===== config.mk =====
export PLATFORM = sky130hd
export DESIGN_NAME = alu_op_sequencer
export DESIGN_NICKNAME = d
export VERILOG_FILES = /design/src/rtl/alu_op_sequencer.sv
export SDC_FILE = /design/constraint.sdc
export NUM_CORES = 1
export LEC_CHECK = 0
export ABC_AREA = 1
export CORE_MARGIN = 3
export CORE_UTILIZATION = 46
export CTS_CLUSTER_DIAMETER = 120
export DETAILED_ROUTE_END_ITERATION = 7
export HOLD_SLACK_MARGIN = 0.08
export PLACE_DENSITY = 0.93
export REMOVE_ABC_BUFFERS = 1
export SLEW_MARGIN = 10
export SYNTH_ARGS = -nofsm -noshare
export SYNTH_HDL_FRONTEND = slang
export SYNTH_SLANG_ARGS = --single-unit
export TNS_END_PERCENT = 1

===== constraint.sdc =====
create_clock -name clock -period 2 [get_ports clock]
set_clock_uncertainty 0.2 [all_clocks]
set_input_delay 0.2 -clock clock [delete_from_list [all_inputs] [get_ports clock]]
set_output_delay 0.2 -clock clock [all_outputs]
set_load 0.02 [all_outputs]

===== src/rtl/alu_op_sequencer.sv =====
// alu_op_sequencer: drives the gate-level ALU from registers, waits SETTLE_CYCLES, returns the captured result.
// Optional checker (mismatch flag) is enabled by defining ALU_SEQ_CHECK_EN.
module alu_op_sequencer #(
    parameter int WIDTH         = 4,
    parameter int SETTLE_CYCLES = 3
) (
    input  logic             clock,
    input  logic             reset,
    input  logic             cmd_valid,
    output logic             cmd_ready,
    input  logic [2:0]       cmd_select,
    input  logic [WIDTH-1:0] cmd_a,
    input  logic [WIDTH-1:0] cmd_b,
    input  logic [WIDTH-1:0] cmd_c,
    output logic [2:0]       alu_select,
    output logic [WIDTH-1:0] alu_a,
    output logic [WIDTH-1:0] alu_b,
    output logic [WIDTH-1:0] alu_c,
    input  logic [WIDTH-1:0] alu_regout,
    input  logic             alu_carryout,
    output logic             rsp_valid,
    input  logic             rsp_ready,
    output logic [WIDTH-1:0] rsp_result,
    output logic             rsp_carry,
    output logic [2:0]       rsp_select,
    output logic             busy,
    output logic             mismatch
);
    typedef enum logic [1:0] {IDLE, SETTLE, RESP} stateType;
    stateType state, nextState;
    logic [3:0] settleCount;
    logic accept, capture, rspDone, carryOp;

    assign accept  = cmd_valid && state == IDLE;
    assign capture = state == SETTLE && settleCount == 4'd1;
    assign rspDone = rsp_valid && rsp_ready;
    assign carryOp = alu_select == 3'b001 || alu_select == 3'b101;

    always_ff @(posedge clock or negedge reset)
        if (!reset) state <= IDLE;
        else        state <= nextState;

    always_comb
        nextState = accept ? SETTLE : capture ? RESP : rspDone ? IDLE : state;

    always_comb begin
        cmd_ready = state == IDLE;
        busy      = state != IDLE;
        rsp_valid = state == RESP;
    end

    always_ff @(posedge clock or negedge reset) begin
        if (!reset) begin
            settleCount <= '0;
            alu_select  <= '0;
            alu_a       <= '0;
            alu_b       <= '0;
            alu_c       <= '0;
            rsp_result  <= '0;
            rsp_carry   <= 1'b0;
            rsp_select  <= '0;
        end else begin
            if (accept) begin
                settleCount <= 4'(SETTLE_CYCLES);
                alu_select  <= cmd_select;
                alu_a       <= cmd_a;
                alu_b       <= cmd_b;
                alu_c       <= cmd_c;
            end else if (state == SETTLE) begin
                settleCount <= settleCount - 4'd1;
            end
            if (capture) begin
                rsp_result <= alu_regout;
                rsp_carry  <= carryOp & alu_carryout;
                rsp_select <= alu_select;
            end
        end
    end

`ifdef ALU_SEQ_CHECK_EN
    logic [WIDTH-1:0] expResult;
    logic             expCarry;

    always_comb begin
        expResult = '0;
        expCarry  = 1'b0;
        case (alu_select)
            3'b000: expResult = ~alu_a;
            3'b001: {expCarry, expResult} = {1'b0, alu_a} + {1'b0, alu_b} + {1'b0, alu_c};
            3'b010: expResult = alu_a & alu_b;
            3'b011: expResult = alu_a | alu_b;
            3'b100: expResult = alu_a ^ alu_b;
            3'b101: {expCarry, expResult} = {alu_a, alu_c[0]};
            3'b110: expResult = '0;
            default: expResult = '1;
        endcase
    end

    // Sticky until reset so a single bad capture is never lost.
    always_ff @(posedge clock or negedge reset)
        if (!reset) mismatch <= 1'b0;
        else if (capture && (alu_regout != expResult || (carryOp & alu_carryout) != expCarry))
            mismatch <= 1'b1;
`else
    assign mismatch = 1'b0;
`endif
endmodule


* Word level (Yosys, flattened, before mapping)
Cells that the tools add are included.
Cells by class: add/sub/neg operators 1, multipliers 0, div/mod/pow operators 0, magnitude comparators 0, equal/unequal tests 5, shift-type cells 0, mux-type cells 5, bitwise gates (word level) 1, reductions and logical operators 8
Operator list (number):
- $mux 4 | 2
- $mux 2 | 3
- $eq 4x1->1 const B | 1
- $reduce_bool 2->1 | 2
- $sub 4x1->4 const B | 1
- $eq 3x1->1 const B | 1
- $eq 3x3->1 const B | 1
- $logic_and 1x1->1 | 3
- $reduce_bool 3->1 | 1
- $eq 2x1->1 const B | 1
- $eq 2x2->1 const B | 1
- $logic_not 2->1 | 1
- $and 1x1->1 | 1
- $logic_or 1x1->1 | 1
Storage, ports and cells: register bits after elaboration 29, latch bits 0, memory bits (writable) 0, bits in read-only memories 0, input bits 24, word-level logic and storage cells 29, memories 0

* Logic depth before layout (Yosys ltp)
depth in word-level cells 5, mapped depth 6, depth with buffers taken out 6

* Worst setup path before layout
Ideal clock, no wire load.
path kind flip-flop to output port, start register state[0], end output port busy, data arrival time 0.998 ns, required time 1.600 ns, slack 0.602 ns, stages on the path, launching flop included 4, cell sequence dfrtp_1 > nor2_4 > buf_4 > inv_1
On the way: word-level cells in the longest chain between the ends 1
Ends and longest elaborated chain:
- from (decl) | line 30 | stateType state, nextState;
- from (signal assigned) | line 41 | else state <= nextState;
- $reduce_bool 2->1 | line 48 | busy = state != IDLE;
- to (decl) | line 26 | output logic busy,
No other way between the ends.

* Final worst setup path
start register state[0], end output port cmd_ready
On the way: word-level cells in the longest chain between the ends 1
Ends and longest elaborated chain:
- $logic_not 2->1 | line 47 | cmd_ready = state == IDLE;
- to (decl) | line 10 | output logic cmd_ready,
No other way between the ends.

==> flow_summary_export.csv <==
group,metric,value,unit
drt,detail-route-antenna-nets,0,
critical_path,cpPeakStageDelay,0.48,ns
finish,area_delta_synth_final,45.0,%
global_routing,grt_max_degree,30,
drt,drt_wl_total,2.96,mm
cts,cts_max_level,2,
finish,final_net_count,226,
global_routing,grt_first_pass_wirelength,4.86,mm
drt,detailedRoute.firstIterationViolations,47,
sta,hold_viol_final,0,
cts,clk_pin_slew_worst_paths,0.09,ns
synth,synthesis.yosys.warnings,0,
drt,vias,1123,
power_and_ir_drop,vdd_drop_max,0.561,mV
finish,layout-drive-gt1-share,10.0,%
drt,post-route-drc-count,0,
floorplanning,io-pin-count,51,
critical_path,worstPathArrival,1.34,ns
global_routing,grt_util_all_layers,19.3,%
critical_path,startpoint_class,"register",
cts,clock_tree.buffer_depth,2,
synth,distinct_cell_type_count_of_the_synthesized_netlist,22,
critical_path,cp_cell_sequence,"nor2_4 > dlygate4sd2_1",
synth,synth_cells,145,
floorplanning,core_area,0.00257,mm^2
power_and_ir_drop,power-per-cell-area,540,mW/mm^2
status,outcome,"finished, final reports clean",
synth,yosysTopAreaCellShare,56.3,%
critical_path,timing_worst_setup_path_type,"register to primary output",
finish,antenna-diode-count,0,
sta,report.final.slew_viol_count,0,
critical_path,worstPathRequired,1.60,ns
sta,grt_setup_unrepaired,"false",
sta,totalNegativeSetupSlack,0,ns
place,place.gp.congestion,0.782,
sta,fmax,0.574,GHz
sta,final_min_period_over_clock_period,87.2,%
synth,netlist.top_cell.by_area,"sky130_fd_sc_hd__dfrtp_1",
synth,ff_latch_count_synth,29,
floorplanning,start_util,50.2,%
drt,drt-wirelength-per-cell,12.9,um
cts,ctsRootBufferMaster,"sky130_fd_sc_hd__clkbuf_4",
global_routing,first_global_vias,1112,
critical_path,worstPathMaxFanout,6,
sta,final.min_clock_period,1.74,ns
power_and_ir_drop,power.leakage,0.963,nW
synth,synth-seq-area-share,56.3,%
drt,drt-pass1-iter-count,4,
cts,sinks_on_the_clock_net,29,
floorplanning,die_h,58.9,um
place,io_buffers,49,
synth,synthesis.area,0.00129,mm^2
floorplanning,num_rows,18,
hold_path,hold_path.class,"input pin to register",
drt,post_drt_via_cell_ratio,4.88,
cts,tritoncts,"built",
global_routing,initial_antenna_violation_count,0,
critical_path,cp_slowest_cell,"sky130_fd_sc_hd__dfrtp_1",
sta,worst_hold_slack,0.219,ns
sta,final-setup-viol-count,0,
floorplanning,die_area,0.00347,mm^2
global_routing,gr-total-overflow,0,
synth,synth_top_cells_by_area,"sky130_fd_sc_hd__dfrtp_1 (56%), sky130_fd_sc_hd__nand2_1 (19%), sky130_fd_sc_hd__nand3_1 (6.6%), sky130_fd_sc_hd__nor2_4 (2.6%), sky130_fd_sc_hd__inv_1 (2.0%)",
floorplanning,fp.dieW,58.9,um
critical_path,timing.critical_path.to_type,"primary output",
run,max-cap-violations,0,
synth,postSynthAreaPerCell,8.89,um^2
cts,cts_buffers,5,
place,hpwlAfterDp,2.24,mm
cts,clkLatencyLatePin,0.32,ns
-- layout by cell type, fill, tap and decap left out, types with 2 or more instances in the layout --
| cell type | n |
|---|---|
| sky130_fd_sc_hd__dlymetal6s2s_1 | 2 |
| sky130_fd_sc_hd__nand3_1 | 17 |
| sky130_fd_sc_hd__nand2_1 | 65 |
| sky130_fd_sc_hd__buf_4 | 4 |
| sky130_fd_sc_hd__clkdlybuf4s50_1 | 46 |
| sky130_fd_sc_hd__inv_1 | 7 |
| sky130_fd_sc_hd__dfrtp_1 | 28 |
| sky130_fd_sc_hd__clkbuf_4 | 5 |
| sky130_fd_sc_hd__nor2_4 | 3 |
| sky130_fd_sc_hd__nor2_1 | 5 |
| sky130_fd_sc_hd__ha_1 | 2 |
-- sequential cells by signal (all words and copies together) (netlist names), 2 cells and up --
| register | cells |
|---|---|
| state | 2 |
| alu_select | 3 |
| rsp_result | 4 |
| alu_a | 4 |
| rsp_select | 3 |
| alu_c | 4 |
| alu_b | 4 |
| settleCount | 4 |
-- area by class of cell --
class	count	area, um^2
Clock buffer	7	55.1
Fill cell	197	698
Inverter	8	30.0
Multi-Input combinational cell	102	485
Sequential cell	29	727
Tap cell	30	37.5
Timing Repair Buffer	54	534
-- power by group --
part,internal [mW],switching [mW]
Combinational,0.0428,0.0242
Sequential,0.586,0
Clock,0.166,0.191
-- stage by stage --
stage	utilization, %	cell area (um^2)	setup WS, ns	total power [mW]	std cells
2_1_floorplan	-	1240	0.494	0.599	139
3_3_place_gp	70.1	1800	0.342	0.662	222
3_5_place_dp	70.1	1800	0.327	0.664	222
4_1_cts	72.6	1860	0.00235	1.02	230
5_1_grt	72.8	1870	0.200	1.05	230
6_report	72.8	1870	0.257	1.01	230
-- Yosys cell counts --
master                     number
sky130_fd_sc_hd__a21oi_2        1
sky130_fd_sc_hd__and3_1         1
sky130_fd_sc_hd__nand2_2        1
sky130_fd_sc_hd__buf_2          1
sky130_fd_sc_hd__o211ai_1       1
sky130_fd_sc_hd__clkbuf_2       1
sky130_fd_sc_hd__buf_6          2
sky130_fd_sc_hd__nand3_4        1
sky130_fd_sc_hd__nor2_4         3
sky130_fd_sc_hd__conb_1         1
sky130_fd_sc_hd__nand3_1       17
sky130_fd_sc_hd__inv_2          1
sky130_fd_sc_hd__nor2_1         5
sky130_fd_sc_hd__nand4_1        1
sky130_fd_sc_hd__ha_1           2
sky130_fd_sc_hd__inv_1          7
sky130_fd_sc_hd__nand2_1       65
sky130_fd_sc_hd__nand2_4        1
sky130_fd_sc_hd__buf_4          2
sky130_fd_sc_hd__dfrtp_1       29
sky130_fd_sc_hd__nor2_2         1
sky130_fd_sc_hd__a21oi_1        1
-- logic make-up after synthesis --
group                      synth area share, %
and+or+nand+nor                           33.8
DFF                                       56.3
buffers and inverters                     6.02
AOI/OAI and AO/OA                         1.65
adders and majority gates                 1.94
other                                    0.291
-- final timing paths --
path,cells after the start,slack (ns),endpoint,from
setup / recovery,2,0.26,cmd_ready,state[0]
hold / removal,3,0.22,rsp_result[3],alu_regout[3]
setup reg to reg,5,0.54,alu_select[1],state[0]
hold reg to reg,2,0.28,rsp_result[2],rsp_result[2]
max in group asynchronous,3,0.72,state[1],reset
min in group asynchronous,3,0.60,state[0],reset
-- metal layers --
| layer | GRT usage (%) | up-vias | share of wire (%) |
|---|---|---|---|
| met5 | 0 | - | 0 |
| met4 | 8.74 | 0 | 2.3 |
| met3 | 9.87 | 7 | 11 |
| met2 | 31.7 | 46 | 48 |
| met1 | 20.7 | 512 | 39 |
| li1 | - | 558 | - |
-- critical path, delay by kind of cell (launching register included) --
family	cells	cell delay, ns
flops	1	0.48
simple gates	1	0.19
buf+inv	1	0.35
-- repair_timing --
action	in CTS	in global routing
buffers inserted	0	0
hold buffers	1	0
gates resized for setup	2	2
endpoints found under the hold margin	29	0
setup endpoints to repair	3	2
(Power assumes the default switching activity.)
